===== src/rtl/match_ctrl_if.sv =====
// rtl/match_ctrl_if.sv - handshake/score bundle between field logic, score counters and match_ctrl
interface match_ctrl_if;
    logic       start;
    logic       goal_l_in;
    logic       goal_r_in;
    logic [3:0] score_l1;
    logic [3:0] score_l0;
    logic [3:0] score_r1;
    logic [3:0] score_r0;
    logic       goal_l;
    logic       goal_r;
    logic       dis_score;
    logic       serve;
    logic       ball_en;
    logic [2:0] state;
    logic [1:0] winner;

    modport slave (
        input  start,
        input  goal_l_in,
        input  goal_r_in,
        input  score_l1,
        input  score_l0,
        input  score_r1,
        input  score_r0,
        output goal_l,
        output goal_r,
        output dis_score,
        output serve,
        output ball_en,
        output state,
        output winner
    );

    modport master (
        output start,
        output goal_l_in,
        output goal_r_in,
        output score_l1,
        output score_l0,
        output score_r1,
        output score_r0,
        input  goal_l,
        input  goal_r,
        input  dis_score,
        input  serve,
        input  ball_en,
        input  state,
        input  winner
    );
endinterface


===== src/rtl/match_ctrl.sv =====
// rtl/match_ctrl.sv - rally/match sequencer: goal pulses, score enable, post-goal pause, winner
module match_ctrl #(
    parameter int WIN_SCORE    = 5,
    parameter int PAUSE_CYCLES = 100000000,
    parameter int CNT_W        = 27
) (
    input  logic         clk,
    input  logic         rst,
    match_ctrl_if.slave  bus
);

    localparam logic [2:0] S_IDLE   = 3'd0;
    localparam logic [2:0] S_SERVE  = 3'd1;
    localparam logic [2:0] S_PLAY   = 3'd2;
    localparam logic [2:0] S_SCORED = 3'd3;
    localparam logic [2:0] S_OVER   = 3'd4;

    localparam logic [6:0]       WIN_7      = 7'(WIN_SCORE);
    localparam logic [CNT_W-1:0] PAUSE_LAST = CNT_W'(PAUSE_CYCLES - 1);
    localparam logic [CNT_W-1:0] CNT_ONE    = CNT_W'(1);

    logic             start_q, goal_l_in_q, goal_r_in_q;
    logic [2:0]       state_q, state_d;
    logic [CNT_W-1:0] cnt_q, cnt_d;
    logic             goal_l_q, goal_l_d;
    logic             goal_r_q, goal_r_d;
    logic             dis_score_q, dis_score_d;
    logic             serve_q, serve_d;
    logic             ball_en_q, ball_en_d;
    logic [1:0]       winner_q, winner_d;

    logic       start_rise, goal_l_rise, goal_r_rise;
    logic [6:0] score_l, score_r;

    assign start_rise  = bus.start     & ~start_q;
    assign goal_l_rise = bus.goal_l_in & ~goal_l_in_q;
    assign goal_r_rise = bus.goal_r_in & ~goal_r_in_q;

    // Decimal score value from the counters' BCD digits (max 99 fits in 7 bits)
    assign score_l = ({3'b000, bus.score_l1} * 7'd10) + {3'b000, bus.score_l0};
    assign score_r = ({3'b000, bus.score_r1} * 7'd10) + {3'b000, bus.score_r0};

    always_comb begin
        state_d  = state_q;
        cnt_d    = '0;
        goal_l_d = 1'b0;
        goal_r_d = 1'b0;
        winner_d = winner_q;
        case (state_q)
            S_IDLE: begin
                winner_d = 2'b00;
                if (start_rise) begin
                    state_d = S_SERVE;
                end
            end
            S_SERVE: begin
                state_d = S_PLAY;
            end
            S_PLAY: begin
                // Simultaneous goals replay the point: enter the pause without a pulse
                if (goal_l_rise || goal_r_rise) begin
                    state_d  = S_SCORED;
                    goal_l_d = goal_l_rise & ~goal_r_rise;
                    goal_r_d = goal_r_rise & ~goal_l_rise;
                end
            end
            S_SCORED: begin
                cnt_d = cnt_q + CNT_ONE;
                if (cnt_q == PAUSE_LAST) begin
                    cnt_d = '0;
                    if (score_l >= WIN_7) begin
                        winner_d = 2'b01;
                        state_d  = S_OVER;
                    end else if (score_r >= WIN_7) begin
                        winner_d = 2'b10;
                        state_d  = S_OVER;
                    end else begin
                        state_d = S_SERVE;
                    end
                end
            end
            S_OVER: begin
                if (start_rise) begin
                    state_d  = S_IDLE;
                    winner_d = 2'b00;
                end
            end
            default: begin
                state_d  = S_IDLE;
                winner_d = 2'b00;
            end
        endcase
    end

    // Level outputs are decoded from the next state so they line up with state_q
    always_comb begin
        serve_d     = (state_d == S_SERVE);
        ball_en_d   = (state_d == S_PLAY);
        dis_score_d = (state_d == S_SERVE) || (state_d == S_PLAY) ||
                      (state_d == S_SCORED) || (state_d == S_OVER);
    end

    always_ff @(posedge clk) begin
        if (rst) begin
            start_q     <= 1'b0;
            goal_l_in_q <= 1'b0;
            goal_r_in_q <= 1'b0;
            state_q     <= S_IDLE;
            cnt_q       <= '0;
            goal_l_q    <= 1'b0;
            goal_r_q    <= 1'b0;
            dis_score_q <= 1'b0;
            serve_q     <= 1'b0;
            ball_en_q   <= 1'b0;
            winner_q    <= 2'b00;
        end else begin
            start_q     <= bus.start;
            goal_l_in_q <= bus.goal_l_in;
            goal_r_in_q <= bus.goal_r_in;
            state_q     <= state_d;
            cnt_q       <= cnt_d;
            goal_l_q    <= goal_l_d;
            goal_r_q    <= goal_r_d;
            dis_score_q <= dis_score_d;
            serve_q     <= serve_d;
            ball_en_q   <= ball_en_d;
            winner_q    <= winner_d;
        end
    end

    assign bus.goal_l    = goal_l_q;
    assign bus.goal_r    = goal_r_q;
    assign bus.dis_score = dis_score_q;
    assign bus.serve     = serve_q;
    assign bus.ball_en   = ball_en_q;
    assign bus.state     = state_q;
    assign bus.winner    = winner_q;

endmodule

===== src/flat_wrapper.sv =====
// flat-port wrapper written by rule: the top's interface ports become plain ports
module match_ctrl_flat 
#(
    parameter int WIN_SCORE    = 5,
    parameter int PAUSE_CYCLES = 100000000,
    parameter int CNT_W        = 27
)
  (clk, rst, bus_start, bus_goal_l_in, bus_goal_r_in, bus_score_l1, bus_score_l0, bus_score_r1, bus_score_r0, bus_goal_l, bus_goal_r, bus_dis_score, bus_serve, bus_ball_en, bus_state, bus_winner);
  match_ctrl_if bus_i ();
  input  logic clk;
  input  logic rst;
  input wire logic [$bits(bus_i.start)-1:0] bus_start;
  input wire logic [$bits(bus_i.goal_l_in)-1:0] bus_goal_l_in;
  input wire logic [$bits(bus_i.goal_r_in)-1:0] bus_goal_r_in;
  input wire logic [$bits(bus_i.score_l1)-1:0] bus_score_l1;
  input wire logic [$bits(bus_i.score_l0)-1:0] bus_score_l0;
  input wire logic [$bits(bus_i.score_r1)-1:0] bus_score_r1;
  input wire logic [$bits(bus_i.score_r0)-1:0] bus_score_r0;
  output wire logic [$bits(bus_i.goal_l)-1:0] bus_goal_l;
  output wire logic [$bits(bus_i.goal_r)-1:0] bus_goal_r;
  output wire logic [$bits(bus_i.dis_score)-1:0] bus_dis_score;
  output wire logic [$bits(bus_i.serve)-1:0] bus_serve;
  output wire logic [$bits(bus_i.ball_en)-1:0] bus_ball_en;
  output wire logic [$bits(bus_i.state)-1:0] bus_state;
  output wire logic [$bits(bus_i.winner)-1:0] bus_winner;
  assign bus_i.start = bus_start;
  assign bus_i.goal_l_in = bus_goal_l_in;
  assign bus_i.goal_r_in = bus_goal_r_in;
  assign bus_i.score_l1 = bus_score_l1;
  assign bus_i.score_l0 = bus_score_l0;
  assign bus_i.score_r1 = bus_score_r1;
  assign bus_i.score_r0 = bus_score_r0;
  assign bus_goal_l = bus_i.goal_l;
  assign bus_goal_r = bus_i.goal_r;
  assign bus_dis_score = bus_i.dis_score;
  assign bus_serve = bus_i.serve;
  assign bus_ball_en = bus_i.ball_en;
  assign bus_state = bus_i.state;
  assign bus_winner = bus_i.winner;
  match_ctrl #(.WIN_SCORE(WIN_SCORE), .PAUSE_CYCLES(PAUSE_CYCLES), .CNT_W(CNT_W)) u_core (.clk(clk), .rst(rst), .bus(bus_i));
endmodule

===== config.mk =====
export PLATFORM = sky130hd
export DESIGN_NAME = match_ctrl_flat
export DESIGN_NICKNAME = d
export VERILOG_FILES = /design/src/rtl/match_ctrl_if.sv /design/src/rtl/match_ctrl.sv /design/src/flat_wrapper.sv
export SDC_FILE = /design/constraint.sdc
export NUM_CORES = 1
export LEC_CHECK = 0
export ABC_AREA = 1
export CORE_UTILIZATION = 50
export DETAILED_ROUTE_END_ITERATION = 6
export PLACE_DENSITY = 0.8
export SLEW_MARGIN = 0
export SYNTH_ARGS = -nofsm -noshare
export SYNTH_HDL_FRONTEND = slang
export SYNTH_SLANG_ARGS = --single-unit

===== constraint.sdc =====
create_clock -name clk -period 2.1 [get_ports clk]
set_input_delay 0.21 -clock clk [delete_from_list [all_inputs] [get_ports clk]]
set_output_delay 0.21 -clock clk [all_outputs]
set_load 0.005 [all_outputs]

# After elaboration in Yosys (flattened, before gate mapping)
# Index checks and enable logic that the tools add are counted.
# totals
register_bits	40
latch_bits	0
mem_bits_rw	0
romBits	0
input_bits	21
out_inout_bits	10
word_cells	65
n_memories	0
# classes
addsub	3
multipliers	2
div	0
order_cmp	2
eq_ne	12
n_shift	0
muxes	12
bitwise	14
n_reduce_logical	9
# ops
cell	count
adder 27 x 1 -> 27 bit (second input constant)	1
== test 27 bit (second input constant)	1
two-way mux 3 bit	6
one-hot mux 3 bit (5 select lines)	1
adder 7 x 4 -> 7 bit	2
greater-or-equal comparator 7 x 3 -> 1 bit (second input constant)	2
== test 3 x 2 -> 1 bit (second input constant)	4
multiplier 4 x 3 -> 6 bit (second input constant)	2
NOT 1 bit	9
two-way mux 2 bit	4
== test 3 x 1 -> 1 bit (second input constant)	2
== test 3 bit (second input constant)	2
one-hot mux 2 bit (3 select lines)	1
OR reduction 3 bit	2
bitwise AND 1 bit	5
logical OR 1 bit	4
!= test 2 x 1 -> 1 bit (second input constant)	2
AND reduction 4 bit	1
zero test 3 bit	1
!= test 3 x 1 -> 1 bit (second input constant)	1
OR reduction 2 bit	1

# Longest topological paths before layout
# depth
depth_word	11
depth_mapped	15
mapped_depth_nobuf	15

# Worst setup path before layout
# Ideal clock, no wire load.
# synth_timing
path_kind	input -> register
from	input bus_score_r1[1]
to	register u_core.dis_score_q, in the netlist u_core.bus.dis_score
setup_ns	0.134
arrival_time_ns	1.853
t_required_ns	1.966
slack_ns	0.113
stages	13
path_buffers	0
path_cell_list	ha_1 -> ha_1 -> fa_1 -> nand2_1 -> nor2_1 -> nor2_1 -> nand3_1 -> nor2_1 -> nand2_1 -> nand2_1 -> nand2_1 -> nand2_1 -> a21oi_1
# synth_via
elab_chain_cells	11
word_cells_on_any_way	14
cone_classes	add/sub (1); mul (1); order compare (1); eq/ne (4); mux (4); reduce/logical (3)
# synth_lines
item	line	source
from (decl)	flat_wrapper.sv:17	input wire logic [$bits(bus_i.score_r1)-1:0] bus_score_r1;
multiplier 4 x 3 -> 6 bit (*)	match_ctrl.sv:41	assign score_r = ({3'b000, bus.score_r1} * 7'd10) + {3'b000, bus.score_r0};
adder 7 x 4 -> 7 bit (*)	match_ctrl.sv:41	
greater-or-equal comparator 7 x 3 -> 1 bit (*)	match_ctrl.sv:74	end else if (score_r >= WIN_7) begin
two-way mux 3 bit (*)	match_ctrl.sv:74	
two-way mux 3 bit (*)	match_ctrl.sv:71	if (score_l >= WIN_7) begin
two-way mux 3 bit (*)	match_ctrl.sv:69	if (cnt_q == PAUSE_LAST) begin
one-hot mux 3 bit (5 select lines) (*)	match_ctrl.sv:49	case (state_q)
== test 3 x 1 -> 1 bit or == test 3 x 2 -> 1 bit (tied branches)	match_ctrl.sv:99	dis_score_d = (state_d == S_SERVE) || (state_d == S_PLAY) ||
logical OR 1 bit (2 in a row)	match_ctrl.sv:99	
logical OR 1 bit (*)	match_ctrl.sv:100	(state_d == S_SCORED) || (state_d == S_OVER);
to (signal assigned)	match_ctrl.sv:124	dis_score_q <= dis_score_d;
to (decl)	match_ctrl.sv:27	logic dis_score_q, dis_score_d;
# Every way passes the cells marked *; elsewhere a longest branch is shown, timed or not.
# A chain may end at the register's enable or synchronous reset.

# Worst setup path in the final report
# layout_timing
from	input bus_score_r1[1]
to	register u_core.ball_en_q, in the netlist u_core.bus.ball_en
# layout_via
elab_chain_cells	8
# layout_lines
item	line	source
multiplier 4 x 3 -> 6 bit	match_ctrl.sv:41	
adder 7 x 4 -> 7 bit	match_ctrl.sv:41	
greater-or-equal comparator 7 x 3 -> 1 bit	match_ctrl.sv:74	
two-way mux 3 bit	match_ctrl.sv:74	
two-way mux 3 bit	match_ctrl.sv:71	
two-way mux 3 bit	match_ctrl.sv:69	
one-hot mux 3 bit (5 select lines)	match_ctrl.sv:49	
== test 3 x 2 -> 1 bit	match_ctrl.sv:98	ball_en_d = (state_d == S_PLAY);
to (signal assigned)	match_ctrl.sv:126	ball_en_q <= ball_en_d;
to (decl)	match_ctrl.sv:29	logic ball_en_q, ball_en_d;
# Every way passes these cells.

==> results list <==
* Number of buffers inserted during clock tree synthesis: 5
- Number of core rows: 25
- Number of storage elements in the synthesis netlist: 40
* Cell at the slowest stage of the critical path: sky130_fd_sc_hd__fa_2
- Final count of hold timing violations: 0
* Unique cell type count in the Yosys netlist: 37
* Maximum achievable frequency: between 500 and 600 MHz
* Leading cell types by total area after synthesis: sky130_fd_sc_hd__dfxtp_1, sky130_fd_sc_hd__nand2_1, sky130_fd_sc_hd__nor2_1
- STA classifies the critical path startpoint as an input port.
* Mean instance size in the synthesized netlist: ~7.3 µm²
* Slew at the pin closest to its max-slew limit: about 0.32 ns
- The root buffer cell chosen for the clock tree is sky130_fd_sc_hd__clkbuf_8.
- In the finished design, the share of the clock period the worst path needs comes to between 90% and 100%.
* Total iterations of the first detailed-routing run: 4
- Antenna violations before repair: 0
- Of all flip-flops after synthesis, the portion carrying an async set or reset was 0%.
- Number of antenna-violating nets in the routed design: 0
- Starting utilization of the core area: between 50% and 60%
* HPWL after DPL: ~3.9 mm
- Fill cells in the final layout number between 400 and 500.
- For the final routed database, the setup TNS stands at 0 ns.
* Area enclosed by the die boundary: between 5000 and 6000 µm²
- Relative area change from synthesis to final layout: 24.5%
- Headroom to the max-slew limit came out at 78.8%.
- The worst setup path is of the in2reg kind.
- Total congestion overflow after global routing: 0
- Count of flip-flops with a built-in enable after synthesis: 0
- Cell count after synthesis: between 300 and 400
- Sorting the synthesized cells by how often they occur yields sky130_fd_sc_hd__nand2_1, sky130_fd_sc_hd__nor2_1, sky130_fd_sc_hd__inv_1.
* Post-layout power: 1760 µW
* Post-layout nets: 419
* Die height: a little over 70 µm
- For this block, the initial DRC count from the detailed router was 73.
- Input and output buffers added on the ports amount to 30.
- Top-count cell post-synth: sky130_fd_sc_hd__nand2_1
- Clock latency on the worst-skew pair, taken at its later pin, is about 0.30 ns.
- Top-Level Pins: 31
- On the final layout, the worst clock skew is approximately 0.0072 ns.
- Maximum resistive drop on vdd: between 300 and 400 µV
* Clock slew at reported path FFs: approximately 0.08 ns
- Final weighted congestion in routability-driven placement: between 0.9 and 1
- Of the synthesized area, sequential elements account for around 33%.
* Max-slew violation total from the final report: 0
- After synthesis the cells add up to approximately 2400 µm².
- Required time reported for the critical path endpoint: between 2 and 2.5 ns
* Vias in the first global route: 2109
- The core region is 4720 µm².
- The flow ran to the end, and the final reports show no timing, DRC or antenna violations.
* Syn. warnings: 0
* Static leakage: roughly 0.0012 µW
- RSZ-0062 raised after global routing: no
* Ratio of cells with drive above 1 in the final layout: roughly 19%
* Ant. Diodes: 0
- Maximum single-stage delay on the critical path: 0.53 ns
* Area of the multi-input gates: about 1500 µm²
- The tool flagged a number of max-cap violations equal to 0.
- In this run the number of H-tree levels came out at 2.
- Net count after synthesis: roughly 370
- DR DRC count: 0
* Floorplan die width: slightly above 70 µm
* Worst-case clock buffer depth: 2
- Setup violations remaining at the end of the flow were counted as 0.
- After detailed routing, the number of vias per cell comes to approximately 4.9.
- The worst path in the final design needs a cycle of 1.97 ns, including I/O delays and setup.
- Power density of the placed cells: between 500 and 600 nW/µm²
- CTS sink count: 40
* Peak fanout along the critical path: 3
- Cell-by-cell trace of the critical path: dlygate4sd2_1 > ha_1 > ha_2 > fa_2 > nand2_1 > nor2_1 > nor2_1 > nand3_1 > nor2_2 > nand3_1 > nand2_2 > buf_4 > nor3_2
- Summing all flip-flop and latch instances after layout gives roughly 800 µm².
- Global-route wire length before repair: about 9 mm
- TritonCTS clock tree: built
- Among all flip-flop cells after synthesis, the most frequent one is sky130_fd_sc_hd__dfxtp_1.
* Via count of the routed design: between 2000 and 2500
- Dividing the detail-routed wire length by the instance count gives 11.3 µm.
- Data on the critical path arrives at its endpoint at 2.19 ns.
- Pin count of the biggest net entering global routing: 24
* Fraction of synthesized cell area taken by the top area cell type: 32.8%
* Worst hold-check path type: reg2reg
- Wire length after detailed routing: 5.06 mm
* Worst setup EP type: flop
- Library cell with the largest summed area after synthesis: sky130_fd_sc_hd__dfxtp_1
- Across every metal layer, demand over resource in global routing totals between 20% and 30%.
## layer usage
layer	part of all wire (%)	track usage [%]	routed length, µm
met1	45	26.6	2270
met2	50	39.5	2510
met3	4.2	4.58	213
met4	1.2	6.32	62
met5	0	0	0
## flip-flops by register name (all words and copies together) (netlist names)
signal	cells
u_core.bus.state	3
u_core.goal_l_in_q	1
u_core.bus.serve	1
u_core.bus.winner	2
u_core.cnt_q	27
u_core.start_q	1
u_core.bus.ball_en	1
u_core.bus.goal_l	1
u_core.goal_r_in_q	1
u_core.bus.goal_r	1
u_core.bus.dis_score	1
## final cells by class
| class | count | area share, % |
|---|---|---|
| Timing Repair Buffer | 44 | 12.8 |
| Clock inverter | 3 | 1.40 |
| Inverter | 49 | 6.13 |
| Multi-Input combinational cell | 241 | 48.4 |
| Clock buffer | 5 | 2.26 |
| Sequential cell | 40 | 26.3 |
| Tap cell | 67 | 2.75 |
## critical path: cells and delay by family
kind,cells,cell delay (ns)
buf+inv,2,0.38
fa+ha+maj,3,0.99
simple gates,8,0.61
## final timing paths
path | to | slack, ns | start | cells past startpoint
max | u_core.bus.ball_en | 0.13 | bus_score_r1[1] | 13
min | u_core.bus.goal_l | 0.43 | u_core.goal_l_in_q | 1
max reg2reg | u_core.cnt_q[16] | 0.28 | u_core.cnt_q[0] | 11
min reg2reg | u_core.bus.goal_l | 0.43 | u_core.goal_l_in_q | 1
## repair_timing
item	CTS	global route
pin swaps	15	14
setup endpoints to repair	7	7
hold buffers	0	0
buffers inserted	1	1
gates resized for setup	18	9
hold endpoints to repair	0	0
## report_power, final
| part | leakage (µW) | internal [µW] | total (µW) | switching [µW] |
|---|---|---|---|---|
| sequential | 0.000324 | 778 | 788 | 10.3 |
| clock | 0.0000541 | 352 | 637 | 285 |
| combinational | 0.000847 | 166 | 336 | 170 |
## metrics by stage
stage	setup WS (ns)	instance area (µm²)	cells	hold slack, ns	util [%]
global route	0.000454	3040	449	0.442	64.4
finish	0.128	3040	449	0.429	64.4
CTS	0.00408	3030	448	0.432	64.1
global placement	-0.427	2900	439	0.406	61.3
detailed placement	-0.493	2900	439	0.416	61.3
floorplan	0.113	2440	333	0.343	-
## logic make-up (layout without fill, tap and decap cells)
logic type	after synthesis	in the layout	share of synthesized area [%]
compound gates	29	29	6.45
xor+xnor	9	9	3.23
fa+ha+maj	17	17	9.93
buf+inv	52	101	8.55
flops	40	40	32.8
simple gates	186	186	39.1
## placed cells by master (no fill, tap or decap), drive strengths merged, types with 13 or more instances in the layout
master and instances:
nand2 75, buf 14, nor2 62, nor3 14
ha 13, dfxtp 40, clkdlybuf4s50 22, nand3 15
inv 49, a21oi 16
(Power assumes the default switching activity.)
